[src/rtl/predecode_queue_if.sv]
// rtl/predecode_queue_if.sv - fetch/rename handshake bundle for predecode_queue
`ifndef INST_ADDR_WIDTH
`define INST_ADDR_WIDTH 32
`endif
`ifndef REG_ADDR_WIDTH
`define REG_ADDR_WIDTH 5
`endif
`ifndef DATA_WIDTH
`define DATA_WIDTH 32
`endif
`ifndef BP_GHR_BITS
`define BP_GHR_BITS 8
`endif
`ifndef ALU_TYPE_INT
`define ALU_TYPE_INT 2'd0
`endif
`ifndef ALU_TYPE_MUL
`define ALU_TYPE_MUL 2'd1
`endif
`ifndef ALU_TYPE_MEM
`define ALU_TYPE_MEM 2'd2
`endif
`ifndef ALU_TYPE_FO
`define ALU_TYPE_FO 2'd3
`endif

interface predecode_queue_if #(
    parameter int LANES    = 2,
    parameter int DEPTH    = 4,
    parameter int GHR_BITS = `BP_GHR_BITS
);
    localparam int AW = `INST_ADDR_WIDTH;
    localparam int RW = `REG_ADDR_WIDTH;
    localparam int DW = `DATA_WIDTH;
    localparam int CW = $clog2(DEPTH) + 1;

    logic                     in_valid;
    logic                     in_ready;
    logic [LANES*32-1:0]      in_inst;
    logic [LANES-1:0]         in_lane_valid;
    logic [LANES-1:0]         in_pred_taken;
    logic [LANES*AW-1:0]      in_pred_target;
    logic [LANES*GHR_BITS-1:0] in_pred_hist;

    logic                     out_valid;
    logic                     out_ready;
    logic [LANES-1:0]         out_lane_valid;
    logic [LANES*2-1:0]       out_fu_type;
    logic [LANES*RW-1:0]      out_rs1;
    logic [LANES*RW-1:0]      out_rs2;
    logic [LANES*RW-1:0]      out_rd;
    logic [LANES*DW-1:0]      out_imm;
    logic [LANES-1:0]         out_use_imm;
    logic [LANES-1:0]         out_rs1_is_fp;
    logic [LANES-1:0]         out_rs2_is_fp;
    logic [LANES-1:0]         out_rd_is_fp;
    logic [LANES-1:0]         out_illegal;
    logic [LANES-1:0]         out_pred_taken;
    logic [LANES*AW-1:0]      out_pred_target;
    logic [LANES*GHR_BITS-1:0] out_pred_hist;
    logic [CW-1:0]            out_count;

    modport master (
        output in_valid, in_inst, in_lane_valid, in_pred_taken, in_pred_target, in_pred_hist,
        input  in_ready,
        input  out_valid, out_lane_valid, out_fu_type, out_rs1, out_rs2, out_rd, out_imm,
               out_use_imm, out_rs1_is_fp, out_rs2_is_fp, out_rd_is_fp, out_illegal,
               out_pred_taken, out_pred_target, out_pred_hist, out_count,
        output out_ready
    );

    modport slave (
        input  in_valid, in_inst, in_lane_valid, in_pred_taken, in_pred_target, in_pred_hist,
        output in_ready,
        output out_valid, out_lane_valid, out_fu_type, out_rs1, out_rs2, out_rd, out_imm,
               out_use_imm, out_rs1_is_fp, out_rs2_is_fp, out_rd_is_fp, out_illegal,
               out_pred_taken, out_pred_target, out_pred_hist, out_count,
        input  out_ready
    );
endinterface

[src/rtl/predecode_queue.sv]
// rtl/predecode_queue.sv - multi-lane RISC-V pre-decoder feeding a batch FIFO (PREDECODE_FP_EN enables FP opcode decode)
`ifndef INST_ADDR_WIDTH
`define INST_ADDR_WIDTH 32
`endif
`ifndef REG_ADDR_WIDTH
`define REG_ADDR_WIDTH 5
`endif
`ifndef DATA_WIDTH
`define DATA_WIDTH 32
`endif
`ifndef BP_GHR_BITS
`define BP_GHR_BITS 8
`endif
`ifndef ALU_TYPE_INT
`define ALU_TYPE_INT 2'd0
`endif
`ifndef ALU_TYPE_MUL
`define ALU_TYPE_MUL 2'd1
`endif
`ifndef ALU_TYPE_MEM
`define ALU_TYPE_MEM 2'd2
`endif
`ifndef ALU_TYPE_FO
`define ALU_TYPE_FO 2'd3
`endif

module predecode_queue #(
    parameter int LANES    = 2,
    parameter int DEPTH    = 4,
    parameter int GHR_BITS = `BP_GHR_BITS
) (
    input logic              clk,
    input logic              rst_n,
    input logic              flush,
    predecode_queue_if.slave bus
);
    localparam int AW = `INST_ADDR_WIDTH;
    localparam int RW = `REG_ADDR_WIDTH;
    localparam int DW = `DATA_WIDTH;
    localparam int PW = $clog2(DEPTH);
    localparam int CW = PW + 1;
    localparam logic [CW-1:0] DEPTH_C = CW'(DEPTH);

    // Major opcodes, inst[6:2]
    localparam logic [4:0] OPC_LOAD     = 5'b00000;
    localparam logic [4:0] OPC_LOAD_FP  = 5'b00001;
    localparam logic [4:0] OPC_MISC_MEM = 5'b00011;
    localparam logic [4:0] OPC_OP_IMM   = 5'b00100;
    localparam logic [4:0] OPC_AUIPC    = 5'b00101;
    localparam logic [4:0] OPC_STORE    = 5'b01000;
    localparam logic [4:0] OPC_STORE_FP = 5'b01001;
    localparam logic [4:0] OPC_OP       = 5'b01100;
    localparam logic [4:0] OPC_LUI      = 5'b01101;
    localparam logic [4:0] OPC_MADD     = 5'b10000;
    localparam logic [4:0] OPC_MSUB     = 5'b10001;
    localparam logic [4:0] OPC_NMSUB    = 5'b10010;
    localparam logic [4:0] OPC_NMADD    = 5'b10011;
    localparam logic [4:0] OPC_OP_FP    = 5'b10100;
    localparam logic [4:0] OPC_BRANCH   = 5'b11000;
    localparam logic [4:0] OPC_JALR     = 5'b11001;
    localparam logic [4:0] OPC_JAL      = 5'b11011;
    localparam logic [4:0] OPC_SYSTEM   = 5'b11100;

    typedef enum logic [2:0] {FMT_NONE, FMT_I, FMT_S, FMT_B, FMT_U, FMT_J} imm_fmt_e;

    typedef struct packed {
        logic [1:0]    fu_type;
        logic [RW-1:0] rs1;
        logic [RW-1:0] rs2;
        logic [RW-1:0] rd;
        logic [DW-1:0] imm;
        logic          use_imm;
        logic          rs1_is_fp;
        logic          rs2_is_fp;
        logic          rd_is_fp;
        logic          illegal;
    } dec_t;

    localparam dec_t DEC_RESET = '{fu_type: `ALU_TYPE_INT, default: '0};

    // Single-instruction decode; unknown or compressed encodings collapse to an illegal INT slot.
    function automatic dec_t decode(input logic [31:0] inst);
        dec_t     d;
        logic     known;
        logic     no_rs1;
        logic     has_rs2;
        logic     no_rd;
        imm_fmt_e fmt;
        d       = DEC_RESET;
        known   = 1'b0;
        no_rs1  = 1'b0;
        has_rs2 = 1'b0;
        no_rd   = 1'b0;
        fmt     = FMT_NONE;
        case (inst[6:2])
            OPC_LOAD: begin
                known = 1'b1; d.fu_type = `ALU_TYPE_MEM; fmt = FMT_I; d.use_imm = 1'b1;
            end
            OPC_MISC_MEM: begin
                known = 1'b1; d.fu_type = `ALU_TYPE_MEM; fmt = FMT_I; d.use_imm = 1'b1;
            end
            OPC_OP_IMM: begin
                known = 1'b1; fmt = FMT_I; d.use_imm = 1'b1;
            end
            OPC_AUIPC: begin
                known = 1'b1; fmt = FMT_U; d.use_imm = 1'b1; no_rs1 = 1'b1;
            end
            OPC_STORE: begin
                known = 1'b1; d.fu_type = `ALU_TYPE_MEM; fmt = FMT_S; d.use_imm = 1'b1;
                has_rs2 = 1'b1; no_rd = 1'b1;
            end
            OPC_OP: begin
                known = 1'b1; has_rs2 = 1'b1;
                if (inst[31:25] == 7'b0000001) d.fu_type = `ALU_TYPE_MUL;
            end
            OPC_LUI: begin
                known = 1'b1; fmt = FMT_U; d.use_imm = 1'b1; no_rs1 = 1'b1;
            end
            OPC_BRANCH: begin
                known = 1'b1; fmt = FMT_B; d.use_imm = 1'b1; has_rs2 = 1'b1; no_rd = 1'b1;
            end
            OPC_JALR: begin
                known = 1'b1; fmt = FMT_I; d.use_imm = 1'b1;
            end
            OPC_JAL: begin
                known = 1'b1; fmt = FMT_J; d.use_imm = 1'b1; no_rs1 = 1'b1;
            end
            OPC_SYSTEM: begin
                known = 1'b1; fmt = FMT_I; d.use_imm = 1'b1;
            end
`ifdef PREDECODE_FP_EN
            OPC_LOAD_FP: begin
                known = 1'b1; d.fu_type = `ALU_TYPE_FO; fmt = FMT_I; d.rd_is_fp = 1'b1;
            end
            OPC_STORE_FP: begin
                known = 1'b1; d.fu_type = `ALU_TYPE_FO; fmt = FMT_S; has_rs2 = 1'b1;
                no_rd = 1'b1; d.rs2_is_fp = 1'b1;
            end
            OPC_OP_FP, OPC_MADD, OPC_MSUB, OPC_NMSUB, OPC_NMADD: begin
                known = 1'b1; d.fu_type = `ALU_TYPE_FO; has_rs2 = 1'b1;
                d.rs1_is_fp = 1'b1; d.rs2_is_fp = 1'b1; d.rd_is_fp = 1'b1;
            end
`endif
            default: known = 1'b0;
        endcase

        d.rs1 = no_rs1  ? '0 : inst[19:15];
        d.rs2 = has_rs2 ? inst[24:20] : '0;
        d.rd  = no_rd   ? '0 : inst[11:7];

        case (fmt)
            FMT_I:   d.imm = {{(DW-12){inst[31]}}, inst[31:20]};
            FMT_S:   d.imm = {{(DW-12){inst[31]}}, inst[31:25], inst[11:7]};
            FMT_B:   d.imm = {{(DW-13){inst[31]}}, inst[31], inst[7], inst[30:25], inst[11:8], 1'b0};
            FMT_U:   d.imm = DW'({inst[31:12], 12'b0});
            FMT_J:   d.imm = {{(DW-21){inst[31]}}, inst[31], inst[19:12], inst[20], inst[30:21], 1'b0};
            default: d.imm = '0;
        endcase

        if (!known || (inst[1:0] != 2'b11)) begin
            d         = DEC_RESET;
            d.illegal = 1'b1;
        end
        return d;
    endfunction

    dec_t [LANES-1:0]               in_dec;
    logic [LANES-1:0]               in_taken;
    logic [LANES-1:0][AW-1:0]       in_target;
    logic [LANES-1:0][GHR_BITS-1:0] in_hist;

    logic [LANES-1:0]               mem_lane_valid [DEPTH];
    dec_t [LANES-1:0]               mem_dec        [DEPTH];
    logic [LANES-1:0]               mem_taken      [DEPTH];
    logic [LANES-1:0][AW-1:0]       mem_target     [DEPTH];
    logic [LANES-1:0][GHR_BITS-1:0] mem_hist       [DEPTH];

    logic [PW-1:0] wr_ptr;
    logic [PW-1:0] rd_ptr;
    logic [CW-1:0] count;
    logic          in_ready;
    logic          out_valid;
    logic          push;
    logic          pop;

    // Ready/valid come only from occupancy so rename stalls never reach the decode path.
    assign in_ready  = (count < DEPTH_C);
    assign out_valid = (count != '0);
    assign push      = bus.in_valid & in_ready & (|bus.in_lane_valid) & ~flush;
    assign pop       = out_valid & bus.out_ready & ~flush;

    // Decode every lane; invalid lanes are zeroed, prediction metadata included.
    always_comb begin
        in_dec    = '0;
        in_taken  = '0;
        in_target = '0;
        in_hist   = '0;
        for (int i = 0; i < LANES; i++) begin
            if (bus.in_lane_valid[i]) begin
                in_dec[i]    = decode(bus.in_inst[i*32 +: 32]);
                in_taken[i]  = bus.in_pred_taken[i];
                in_target[i] = bus.in_pred_target[i*AW +: AW];
                in_hist[i]   = bus.in_pred_hist[i*GHR_BITS +: GHR_BITS];
            end
        end
    end

    // Batch FIFO: reset clears everything, flush only rewinds pointers and occupancy.
    always_ff @(posedge clk) begin
        if (!rst_n) begin
            wr_ptr <= '0;
            rd_ptr <= '0;
            count  <= '0;
            for (int e = 0; e < DEPTH; e++) begin
                mem_lane_valid[e] <= '0;
                mem_taken[e]      <= '0;
                mem_target[e]     <= '0;
                mem_hist[e]       <= '0;
                for (int l = 0; l < LANES; l++) begin
                    mem_dec[e][l] <= DEC_RESET;
                end
            end
        end else if (flush) begin
            wr_ptr <= '0;
            rd_ptr <= '0;
            count  <= '0;
        end else begin
            if (push) begin
                mem_lane_valid[wr_ptr] <= bus.in_lane_valid;
                mem_dec[wr_ptr]        <= in_dec;
                mem_taken[wr_ptr]      <= in_taken;
                mem_target[wr_ptr]     <= in_target;
                mem_hist[wr_ptr]       <= in_hist;
                wr_ptr                 <= wr_ptr + PW'(1);
            end
            if (pop) begin
                rd_ptr <= rd_ptr + PW'(1);
            end
            case ({push, pop})
                2'b10:   count <= count + CW'(1);
                2'b01:   count <= count - CW'(1);
                default: count <= count;
            endcase
        end
    end

    dec_t [LANES-1:0]    head_dec;
    logic [LANES*2-1:0]  head_fu;
    logic [LANES*RW-1:0] head_rs1;
    logic [LANES*RW-1:0] head_rs2;
    logic [LANES*RW-1:0] head_rd;
    logic [LANES*DW-1:0] head_imm;
    logic [LANES-1:0]    head_use_imm;
    logic [LANES-1:0]    head_rs1_fp;
    logic [LANES-1:0]    head_rs2_fp;
    logic [LANES-1:0]    head_rd_fp;
    logic [LANES-1:0]    head_illegal;

    assign head_dec = mem_dec[rd_ptr];

    // Flatten the head entry's decoded lanes onto the output buses.
    always_comb begin
        head_fu      = '0;
        head_rs1     = '0;
        head_rs2     = '0;
        head_rd      = '0;
        head_imm     = '0;
        head_use_imm = '0;
        head_rs1_fp  = '0;
        head_rs2_fp  = '0;
        head_rd_fp   = '0;
        head_illegal = '0;
        for (int i = 0; i < LANES; i++) begin
            head_fu[i*2 +: 2]   = head_dec[i].fu_type;
            head_rs1[i*RW +: RW] = head_dec[i].rs1;
            head_rs2[i*RW +: RW] = head_dec[i].rs2;
            head_rd[i*RW +: RW]  = head_dec[i].rd;
            head_imm[i*DW +: DW] = head_dec[i].imm;
            head_use_imm[i]      = head_dec[i].use_imm;
            head_rs1_fp[i]       = head_dec[i].rs1_is_fp;
            head_rs2_fp[i]       = head_dec[i].rs2_is_fp;
            head_rd_fp[i]        = head_dec[i].rd_is_fp;
            head_illegal[i]      = head_dec[i].illegal;
        end
    end

    assign bus.in_ready        = in_ready;
    assign bus.out_valid       = out_valid;
    assign bus.out_count       = count;
    assign bus.out_lane_valid  = mem_lane_valid[rd_ptr];
    assign bus.out_fu_type     = head_fu;
    assign bus.out_rs1         = head_rs1;
    assign bus.out_rs2         = head_rs2;
    assign bus.out_rd          = head_rd;
    assign bus.out_imm         = head_imm;
    assign bus.out_use_imm     = head_use_imm;
    assign bus.out_rs1_is_fp   = head_rs1_fp;
    assign bus.out_rs2_is_fp   = head_rs2_fp;
    assign bus.out_rd_is_fp    = head_rd_fp;
    assign bus.out_illegal     = head_illegal;
    assign bus.out_pred_taken  = mem_taken[rd_ptr];
    assign bus.out_pred_target = mem_target[rd_ptr];
    assign bus.out_pred_hist   = mem_hist[rd_ptr];
endmodule

[src/flat_wrapper.sv]
// flat-port wrapper written by rule: the top's interface ports become plain ports
module predecode_queue_flat 
#(
    parameter int LANES    = 2,
    parameter int DEPTH    = 4,
    parameter int GHR_BITS = `BP_GHR_BITS
)
  (clk, rst_n, flush, bus_in_valid, bus_in_inst, bus_in_lane_valid, bus_in_pred_taken, bus_in_pred_target, bus_in_pred_hist, bus_in_ready, bus_out_valid, bus_out_lane_valid, bus_out_fu_type, bus_out_rs1, bus_out_rs2, bus_out_rd, bus_out_imm, bus_out_use_imm, bus_out_rs1_is_fp, bus_out_rs2_is_fp, bus_out_rd_is_fp, bus_out_illegal, bus_out_pred_taken, bus_out_pred_target, bus_out_pred_hist, bus_out_count, bus_out_ready);
  predecode_queue_if #(.LANES(LANES), .DEPTH(DEPTH), .GHR_BITS(GHR_BITS)) bus_i ();
  input logic clk;
  input logic rst_n;
  input logic flush;
  input wire logic [$bits(bus_i.in_valid)-1:0] bus_in_valid;
  input wire logic [$bits(bus_i.in_inst)-1:0] bus_in_inst;
  input wire logic [$bits(bus_i.in_lane_valid)-1:0] bus_in_lane_valid;
  input wire logic [$bits(bus_i.in_pred_taken)-1:0] bus_in_pred_taken;
  input wire logic [$bits(bus_i.in_pred_target)-1:0] bus_in_pred_target;
  input wire logic [$bits(bus_i.in_pred_hist)-1:0] bus_in_pred_hist;
  output wire logic [$bits(bus_i.in_ready)-1:0] bus_in_ready;
  output wire logic [$bits(bus_i.out_valid)-1:0] bus_out_valid;
  output wire logic [$bits(bus_i.out_lane_valid)-1:0] bus_out_lane_valid;
  output wire logic [$bits(bus_i.out_fu_type)-1:0] bus_out_fu_type;
  output wire logic [$bits(bus_i.out_rs1)-1:0] bus_out_rs1;
  output wire logic [$bits(bus_i.out_rs2)-1:0] bus_out_rs2;
  output wire logic [$bits(bus_i.out_rd)-1:0] bus_out_rd;
  output wire logic [$bits(bus_i.out_imm)-1:0] bus_out_imm;
  output wire logic [$bits(bus_i.out_use_imm)-1:0] bus_out_use_imm;
  output wire logic [$bits(bus_i.out_rs1_is_fp)-1:0] bus_out_rs1_is_fp;
  output wire logic [$bits(bus_i.out_rs2_is_fp)-1:0] bus_out_rs2_is_fp;
  output wire logic [$bits(bus_i.out_rd_is_fp)-1:0] bus_out_rd_is_fp;
  output wire logic [$bits(bus_i.out_illegal)-1:0] bus_out_illegal;
  output wire logic [$bits(bus_i.out_pred_taken)-1:0] bus_out_pred_taken;
  output wire logic [$bits(bus_i.out_pred_target)-1:0] bus_out_pred_target;
  output wire logic [$bits(bus_i.out_pred_hist)-1:0] bus_out_pred_hist;
  output wire logic [$bits(bus_i.out_count)-1:0] bus_out_count;
  input wire logic [$bits(bus_i.out_ready)-1:0] bus_out_ready;
  assign bus_i.in_valid = bus_in_valid;
  assign bus_i.in_inst = bus_in_inst;
  assign bus_i.in_lane_valid = bus_in_lane_valid;
  assign bus_i.in_pred_taken = bus_in_pred_taken;
  assign bus_i.in_pred_target = bus_in_pred_target;
  assign bus_i.in_pred_hist = bus_in_pred_hist;
  assign bus_in_ready = bus_i.in_ready;
  assign bus_out_valid = bus_i.out_valid;
  assign bus_out_lane_valid = bus_i.out_lane_valid;
  assign bus_out_fu_type = bus_i.out_fu_type;
  assign bus_out_rs1 = bus_i.out_rs1;
  assign bus_out_rs2 = bus_i.out_rs2;
  assign bus_out_rd = bus_i.out_rd;
  assign bus_out_imm = bus_i.out_imm;
  assign bus_out_use_imm = bus_i.out_use_imm;
  assign bus_out_rs1_is_fp = bus_i.out_rs1_is_fp;
  assign bus_out_rs2_is_fp = bus_i.out_rs2_is_fp;
  assign bus_out_rd_is_fp = bus_i.out_rd_is_fp;
  assign bus_out_illegal = bus_i.out_illegal;
  assign bus_out_pred_taken = bus_i.out_pred_taken;
  assign bus_out_pred_target = bus_i.out_pred_target;
  assign bus_out_pred_hist = bus_i.out_pred_hist;
  assign bus_out_count = bus_i.out_count;
  assign bus_i.out_ready = bus_out_ready;
  predecode_queue #(.LANES(LANES), .DEPTH(DEPTH), .GHR_BITS(GHR_BITS)) u_core (.clk(clk), .rst_n(rst_n), .flush(flush), .bus(bus_i));
endmodule
[config.mk]
export PLATFORM = sky130hd
export DESIGN_NAME = predecode_queue_flat
export DESIGN_NICKNAME = d
export VERILOG_FILES = /design/src/rtl/predecode_queue_if.sv /design/src/rtl/predecode_queue.sv /design/src/flat_wrapper.sv
export SDC_FILE = /design/constraint.sdc
export NUM_CORES = 1
export LEC_CHECK = 0
export ABC_AREA = 1
export CAP_MARGIN = 40
export CORE_MARGIN = 2
export CORE_UTILIZATION = 40
export CTS_BUF_LIST = sky130_fd_sc_hd__clkbuf_4
export CTS_CLUSTER_DIAMETER = 150
export DETAILED_ROUTE_END_ITERATION = 12
export PLACE_DENSITY = 0.68
export SYNTH_ARGS = -nofsm -noshare
export SYNTH_HDL_FRONTEND = slang
export SYNTH_SLANG_ARGS = --single-unit
export TNS_END_PERCENT = 10
[constraint.sdc]
create_clock -name clk -period 22.2 [get_ports clk]
set_clock_uncertainty 0.2 [all_clocks]
set_input_delay 6.66 -clock clk [delete_from_list [all_inputs] [get_ports clk]]
set_output_delay 6.66 -clock clk [all_outputs]
set_load 0.01 [all_outputs]
Word level (Yosys, flattened, before mapping)
Memories as Yosys holds them, arrays and structs flattened. A register that Yosys moved wholly into a read port is not among the register bits.
Index checks and enable logic that the tools add are counted.
{"block": "word_totals", "ff_bits": 7, "mem_bits_rw": 768, "inputBits": 153, "wordCells": 162, "memories": 5}
{"block": "classes", "add_sub_neg": 4, "magnitude_cmp": 1, "eq_ne": 36, "muxes": 75, "n_bitwise": 7, "n_reduce_logical": 31}
{"name": "u_core.mem_dec", "words": 4, "word_bits": 108, "rd": 1, "rd_clocked_by_memory_dff": 1, "wr": 4, "line": "predecode_queue.sv:173", "rtl": "dec_t [LANES-1:0] mem_dec [DEPTH];"}
{"name": "u_core.mem_target", "words": 4, "word_bits": 64, "rd": 1, "rd_clocked_by_memory_dff": 1, "wr": 4, "line": "predecode_queue.sv:175", "rtl": "logic [LANES-1:0][AW-1:0] mem_target [DEPTH];"}
{"name": "u_core.mem_hist", "words": 4, "word_bits": 16, "rd": 1, "rd_clocked_by_memory_dff": 1, "wr": 4, "line": "predecode_queue.sv:176", "rtl": "logic [LANES-1:0][GHR_BITS-1:0] mem_hist [DEPTH];"}
{"name": "u_core.mem_lane_valid", "words": 4, "word_bits": 2, "rd": 1, "rd_clocked_by_memory_dff": 1, "wr": 4, "line": "predecode_queue.sv:172", "rtl": "logic [LANES-1:0] mem_lane_valid [DEPTH];"}
{"name": "u_core.mem_taken", "words": 4, "word_bits": 2, "rd": 1, "rd_clocked_by_memory_dff": 1, "wr": 4, "line": "predecode_queue.sv:174", "rtl": "logic [LANES-1:0] mem_taken [DEPTH];"}
{"op": "one-hot mux 32 bit (5 select lines)", "n": 2}
{"op": "2-to-1 mux 54 bit", "n": 4}
{"op": "2-to-1 mux 108 bit", "n": 1}
{"op": "OR reduction 108 bit", "n": 1}
{"op": "2-to-1 mux 32 bit", "n": 2}
{"op": "2-to-1 mux 64 bit", "n": 1}
{"op": "OR reduction 64 bit", "n": 1}
{"op": "== test 5 bit (second input constant)", "n": 8}
{"op": "2-to-1 mux 2 bit", "n": 17}
{"op": "2-to-1 mux 1 bit", "n": 32}
{"op": "== test 5 x 4 -> 1 bit (second input constant)", "n": 6}
{"op": "2-to-1 mux 5 bit", "n": 6}
{"op": "one-hot mux 3 bit (5 select lines)", "n": 2}
{"op": "OR reduction 11 bit", "n": 2}
{"op": "== test 5 x 3 -> 1 bit (second input constant)", "n": 4}
{"op": "OR reduction 10 bit", "n": 2}
{"op": "OR reduction 3 bit", "n": 6}
{"op": "2-to-1 mux 16 bit", "n": 1}
{"op": "2-to-1 mux 8 bit", "n": 2}
{"op": "OR reduction 16 bit", "n": 1}
{"op": "OR reduction 2 bit", "n": 8}
{"op": "== test 7 x 1 -> 1 bit (second input constant)", "n": 2}
{"op": "== test 3 x 2 -> 1 bit (second input constant)", "n": 4}
{"op": "== test 3 bit (second input constant)", "n": 4}
{"op": "20 further kinds", "n": 35}

Longest topological paths before layout
Gate-level depths: netlist of run 1.
{"block": "depth", "depth_word": 10, "ltp_mapped": 12}

Worst setup path after synthesis of run 1
No wires, ideal clock.
{"block": "synth_path", "path_kind": "input port to flip-flop", "start": "input port bus_in_lane_valid[1]", "end": "memory u_core.mem_hist[3][0] (netlist name), enable pin", "setup_time_ns": 0.650, "t_arrival_ns": 13.349, "slack_ns": 8.001, "stages": 5, "path_cell_list": "buf_2 -> inv_2 -> a21oi_2 -> nand2_2 -> o31ai_1"}
{"element": "from (decl)", "line": "flat_wrapper.sv:15", "rtl": "input wire logic [$bits(bus_i.in_lane_valid)-1:0] bus_in_lane_valid;"}
{"element": "to (decl)", "line": "predecode_queue.sv:176"}

==> flow_summary.ini, run 1 <==
[outcome]
status = finished, final reports clean

[synth]
synth.yosys.warnings = 0
synthDistinctLibCells = 34
syn_area_per_cell_sq_um = 10.41
synth-seq-area-share_pct = 67.58
netlist_instances = 3200
mappedNetlistArea_sq_um = 33320
netlist.area_leader.share_pct = 67.04
synth_seq_cells = 753
yosys.area.top_type = edfxtp_1
synthTopCellsByArea = edfxtp_1 (67%), nor2_1 (13%), o21ai_0 (5.7%)

[worst_setup_path]
critPathRequiredTime_ns = 15.34
critPathKind = reg -> out
critical_path.top_delay_family = buffers and inverters
worstPathMaxFanout = 69
worstPathCellList = inv_6 > buf_4 > o21ai_0 > o22ai_1 > clkdlybuf4s50_1
slowest_delay_ns = 0.76
cp-start-kind = flip-flop
crit_path_end_kind = output pin
worstPathBufferInverterCount = 3
slowest_stage = buf_4
critPathArrivalTime_ns = 4.18

[cells_and_area]
drive_gt1_share_pct = 10.81
final_cells = 4755
fin_util_pct = 48.89
multi_input_area_sq_um = 9358
stdcell_area_sq_um = 40210
ff_latch_area_sq_um = 22530
fillers = 7417
area_delta_synth_final_pct = 20.66
num-nets-final = 3712

[clock_network]
cts-root-buf = clkbuf_4
cts.htree.levels = 4
cts_hold_buf = 0
cts_tree = done
numCtsBuffers = 190
clock_sinks = 753
cts_buffer_depth = 3
cts_resized = 0
cts_setup_buffers = 0
clkSlewWorstSetupHoldPaths_ns = 0.06
worstSkewPairLatency_ns = 0.93

[timing]
slew_violations = 0
tns_ns = 0
finalCritPeriodShare_pct = 49.75
slew_headroom_pct = 14.19
finalCriticalPeriod_ns = 11.04
timing_worst_slew_pin_value_ns = 1.287
fin_ws_ns = 11.16
max_freq_ghz = 0.09055
setup_viol = 0
hold_violations = 0
rsz0062_at_grt = no
holdWs_ns = 0.2634

[placement]
placed_area_sq_um = 37930
placed_cells = 4431
detailedPlace.worstSlack_ns = 11.69
globalplace.congestion = 0.8684
io_buffer_count = 343
dp_hpwl_mm = 57.56

[floorplanning]
die_h_um = 292.6
placeableCoreArea_sq_um = 82240
io_pins = 350
dieArea_sq_um = 85640
rows = 105
start_util_pct = 40.52
die_w_um = 292.6

[min_path]
hold_class = reg -> reg

[drt]
final_antenna_net_count = 0
routed_wl_mm = 96.85
drt-pass1-iter-count = 5
route.detailed.drc = 0
via_per_inst = 5.361
avgRoutedWirePerCell_um = 20.37
drt_iter0_drc = 2670
vias = 25490

[run]
maxCapViolCount = 0

[global_routing]
grt_pass1_wl_mm = 146.8
antenna_found_initial = 6
first_global_vias = 24870
grt.total_usage_pct = 22.33
grt_max_degree = 272
overflow = 0

[pwr]
power_density_nw_per_um2 = 73.49
power_leakage_nw = 15.06
p_total_mw = 2.955
ir_drop_mv = 0.03531
## routing by layer
| layer | routed length (um) | track usage (%) | up-vias |
|---|---|---|---|
| met5 | 27 | 0 | - |
| met4 | 2782 | 8.243 | 4 |
| met3 | 8151 | 4.439 | 187 |
| met2 | 45960 | 36.21 | 1137 |
| met1 | 39930 | 29.80 | 12290 |
| li1 | - | - | 11880 |
## report_power, final
part | internal (mW) | total, mW | switching (mW)
combinational | 0.0784 | 0.208 | 0.129
sequential | 1.61 | 1.62 | 0.0139
clock | 0.566 | 1.12 | 0.556
## state kept, by name, summed over array words and instances, names as in the netlist, named ones only
name                   flops
u_core.wr_ptr              2
u_core.bus.out_count       3
u_core.mem_hist           64
u_core.mem_taken           8
u_core.mem_target        256
u_core.rd_ptr              2
u_core.mem_dec           408
u_core.mem_lane_valid      8
## Yosys cell counts (all sizes together)
cell type,instances
o31ai,1
inv,155
or2,1
clkbuf,191
fa,1
nand2,154
conb,1
nor3,67
nor4,1
a21oi,30
nor2,1117
ha,5
and2,1
o211ai,3
o22ai,190
nand3,81
nand4,22
buf,44
edfxtp,744
o21ai,382
dfxtp,9
## worst paths after layout
check                     startpoint                     to  slack (ns)  cells past startpoint
max reg2reg  u_core.bus.out_count[2]  u_core.mem_dec[1][51]       18.65                      9
min                 u_core.rd_ptr[0]              flip-flop        0.26                      1
max                        flip-flop     bus_out_illegal[0]       11.16                      5
min reg2reg         u_core.rd_ptr[0]              flip-flop        0.26                      1
## logic make-up after synthesis
| group | after synthesis | synth area share, % |
|---|---|---|
| adders and majority gates | 6 | 0.2478 |
| AOI/OAI and AO/OA | 606 | 9.890 |
| buffers and inverters | 390 | 4.701 |
| other | 1 | 0.01125 |
| and+or+nand+nor | 1444 | 17.57 |
| DFF | 753 | 67.58 |
## area by class of cell
type	instances	area share, %
Antenna cell	2	0.01245
Clock buffer	269	5.022
Clock inverter	53	0.6379
Inverter	155	1.484
Multi-Input combinational cell	2062	23.27
Sequential cell	753	56.03
Tap cell	1070	3.329
Timing Repair Buffer	391	10.21
## layout by cell type, fill, tap and decap left out, types with 6 or more instances in the layout
cell type	n
buf_4	30
conb_1	6
nand2_4	12
edfxtp_1	744
nand3_2	20
a21oi_1	28
nand2_2	12
o22ai_1	190
nand2_1	130
clkbuf_4	269
nor2_1	1111
nor3_1	67
clkinv_1	40
clkdlybuf4s50_1	341
nand4_1	22
dfxtp_1	7
inv_1	146
buf_16	13
nand3_1	61
inv_2	7
o21ai_0	381
(Power assumes the default switching activity.)
==> run 2, diff against run 1 <==
- clock period: 22.2 -> 11.2 ns (I/O delays scaled with it)
==> run 2 against run 1 <==
Effect of this change:
- die area stayed put
- sequential share of layout area is 0.14 points lower
- clock-buffer cell count is 4 higher
- core utilization is 0.12 points higher
- critical path depth is 2 higher
- largest cell class unchanged
==> flow_summary.ini, run 2 (same netlist as run 1, synthesis figures left out) <==
[floorplanning]
die_h_um = 292.6
die_w_um = 292.6
dieArea_sq_um = 85640
placeableCoreArea_sq_um = 82240
io_pins = 350
rows = 105
start_util_pct = 40.52

[clock_network]
cts-root-buf = clkbuf_4
worstSkewPairLatency_ns = 0.96
cts_tree = done
clock_sinks = 753
cts_hold_buf = 0
cts_setup_buffers = 0
cts.htree.levels = 4
cts_buffer_depth = 3
numCtsBuffers = 191
clkSlewWorstSetupHoldPaths_ns = 0.07
cts_resized = 0

[placement]
detailedPlace.worstSlack_ns = 3.932
io_buffer_count = 343
placed_area_sq_um = 37950
placed_cells = 4433
dp_hpwl_mm = 57.20
globalplace.congestion = 0.8563

[cells_and_area]
stdcell_area_sq_um = 40310
fillers = 7413
final_cells = 4757
largest_register = u_core.mem_dec
multi_input_area_sq_um = 9358
fin_util_pct = 49.01
area_delta_synth_final_pct = 20.96
num-nets-final = 3715
layout_commonest_cell = nor2_1
drive_gt1_share_pct = 11.05
largest_reg_flops = 408
ff_latch_area_sq_um = 22530
top_regs = u_core.mem_dec x408, u_core.mem_target x256, u_core.mem_hist x64
final_cell_mix = nor2_1 (1111), edfxtp_1 (744), o21ai_0 (381), clkdlybuf4s50_1 (341), clkbuf_4 (273)

[worst_setup_path]
critPathArrivalTime_ns = 4.16
slowest_delay_ns = 0.64
critPathRequiredTime_ns = 7.64
timing.rr.start = u_core.bus.out_count[2]
cp-start-kind = flip-flop
critPathKind = reg -> out
r2r_cells = 9
r2r_end = u_core.mem_dec[1][64]
r2r_slack_ns = 7.27
worstPathCellList = inv_8 > buf_16 > buf_4 > buf_16 > o21ai_0 > o22ai_1 > clkdlybuf4s50_1
worstPathMaxFanout = 118
slowest_stage = clkdlybuf4s50_1
crit_path_end_kind = output pin
timing.critical_path.mode_cell = buf_16

[pwr]
ir_drop_mv = 0.08860
power_leakage_nw = 15.12
power_density_nw_per_um2 = 147.1

[drt]
routed_wl_mm = 97.10
vias = 25640
route.detailed.drc = 0
drt-pass1-iter-count = 5
drt_iter0_drc = 2463
avgRoutedWirePerCell_um = 20.41
final_antenna_net_count = 0
via_per_inst = 5.390

[timing]
hold_violations = 0
slew_headroom_pct = 39.46
fin_ws_ns = 3.484
finalCriticalPeriod_ns = 7.716
max_freq_ghz = 0.1296
timing_worst_slew_pin_value_ns = 0.9082
finalCritPeriodShare_pct = 68.89
setup_viol = 0
rsz0062_at_grt = no
tns_ns = 0
slew_violations = 0

[global_routing]
overflow = 0
grt_max_degree = 131
antenna_found_initial = 3
first_global_vias = 24850
grt.total_usage_pct = 22.35
grt_pass1_wl_mm = 146.5

[run]
maxCapViolCount = 0

[outcome]
status = finished, final reports clean

[min_path]
min_delay_path_depth = 2
hold_class = reg -> reg
worstHoldStart = u_core.rd_ptr[1]
-- run 2: how the worst max path moves through the flow --
stage / start / to
global route: flip-flop / bus_out_fu_type[3]
finish: flip-flop / bus_out_fu_type[3]
detailed placement: bus_in_lane_valid[0] / u_core.mem_dec[1][92]
floorplan: bus_in_lane_valid[1] / u_core.mem_hist[3][0]
global placement: rst_n / u_core.mem_dec[1][92]
CTS: flip-flop / bus_out_fu_type[3]
-- run 2: through the flow --
step | power, mW | hold WS (ns)
after CTS | 5.993 | 0.2501
after global placement | 3.682 | 0.2407
after global routing | 6.161 | 0.2985
final | 5.928 | 0.2472
after detailed placement | 3.693 | 0.2518
after floorplan | 3.467 | 0.2356
-- run 2: area by class of cell --
cell class              instances  area share [%]
flip-flops and latches        753           55.89
multi-input cells            2062           23.22
repair buffers                393           10.22
clock buffers                 273           5.084
well taps                    1070           3.321
inverters                     155           1.487
clock inverters                48          0.7574
diodes                          3         0.01862
-- run 2: per-layer routing --
| metal | vias up | part of all wire [%] | global-route usage (%) |
|---|---|---|---|
| met1 | 12440 | 41 | 29.40 |
| met2 | 1123 | 48 | 36.25 |
| met4 | 2 | 2.8 | 8.193 |
| met5 | - | 0.011 | 0 |
| met3 | 179 | 8.4 | 5.114 |
| li1 | 11900 | - | - |
-- run 2: power breakdown --
| group | switching, mW | internal, mW | total (mW) |
|---|---|---|---|
| logic | 0.257 | 0.153 | 0.411 |
| registers | 0.0264 | 3.19 | 3.22 |
| clock network | 1.11 | 1.18 | 2.30 |
| total | 1.40 | 4.53 | 5.93 |
-- run 2: critical path, delay by kind of cell (launching register included) --
kind                   cells  cell delay [ns]
DFF                        1             0.48
buffers and inverters      5             2.02
AOI/OAI and AO/OA          2             0.56
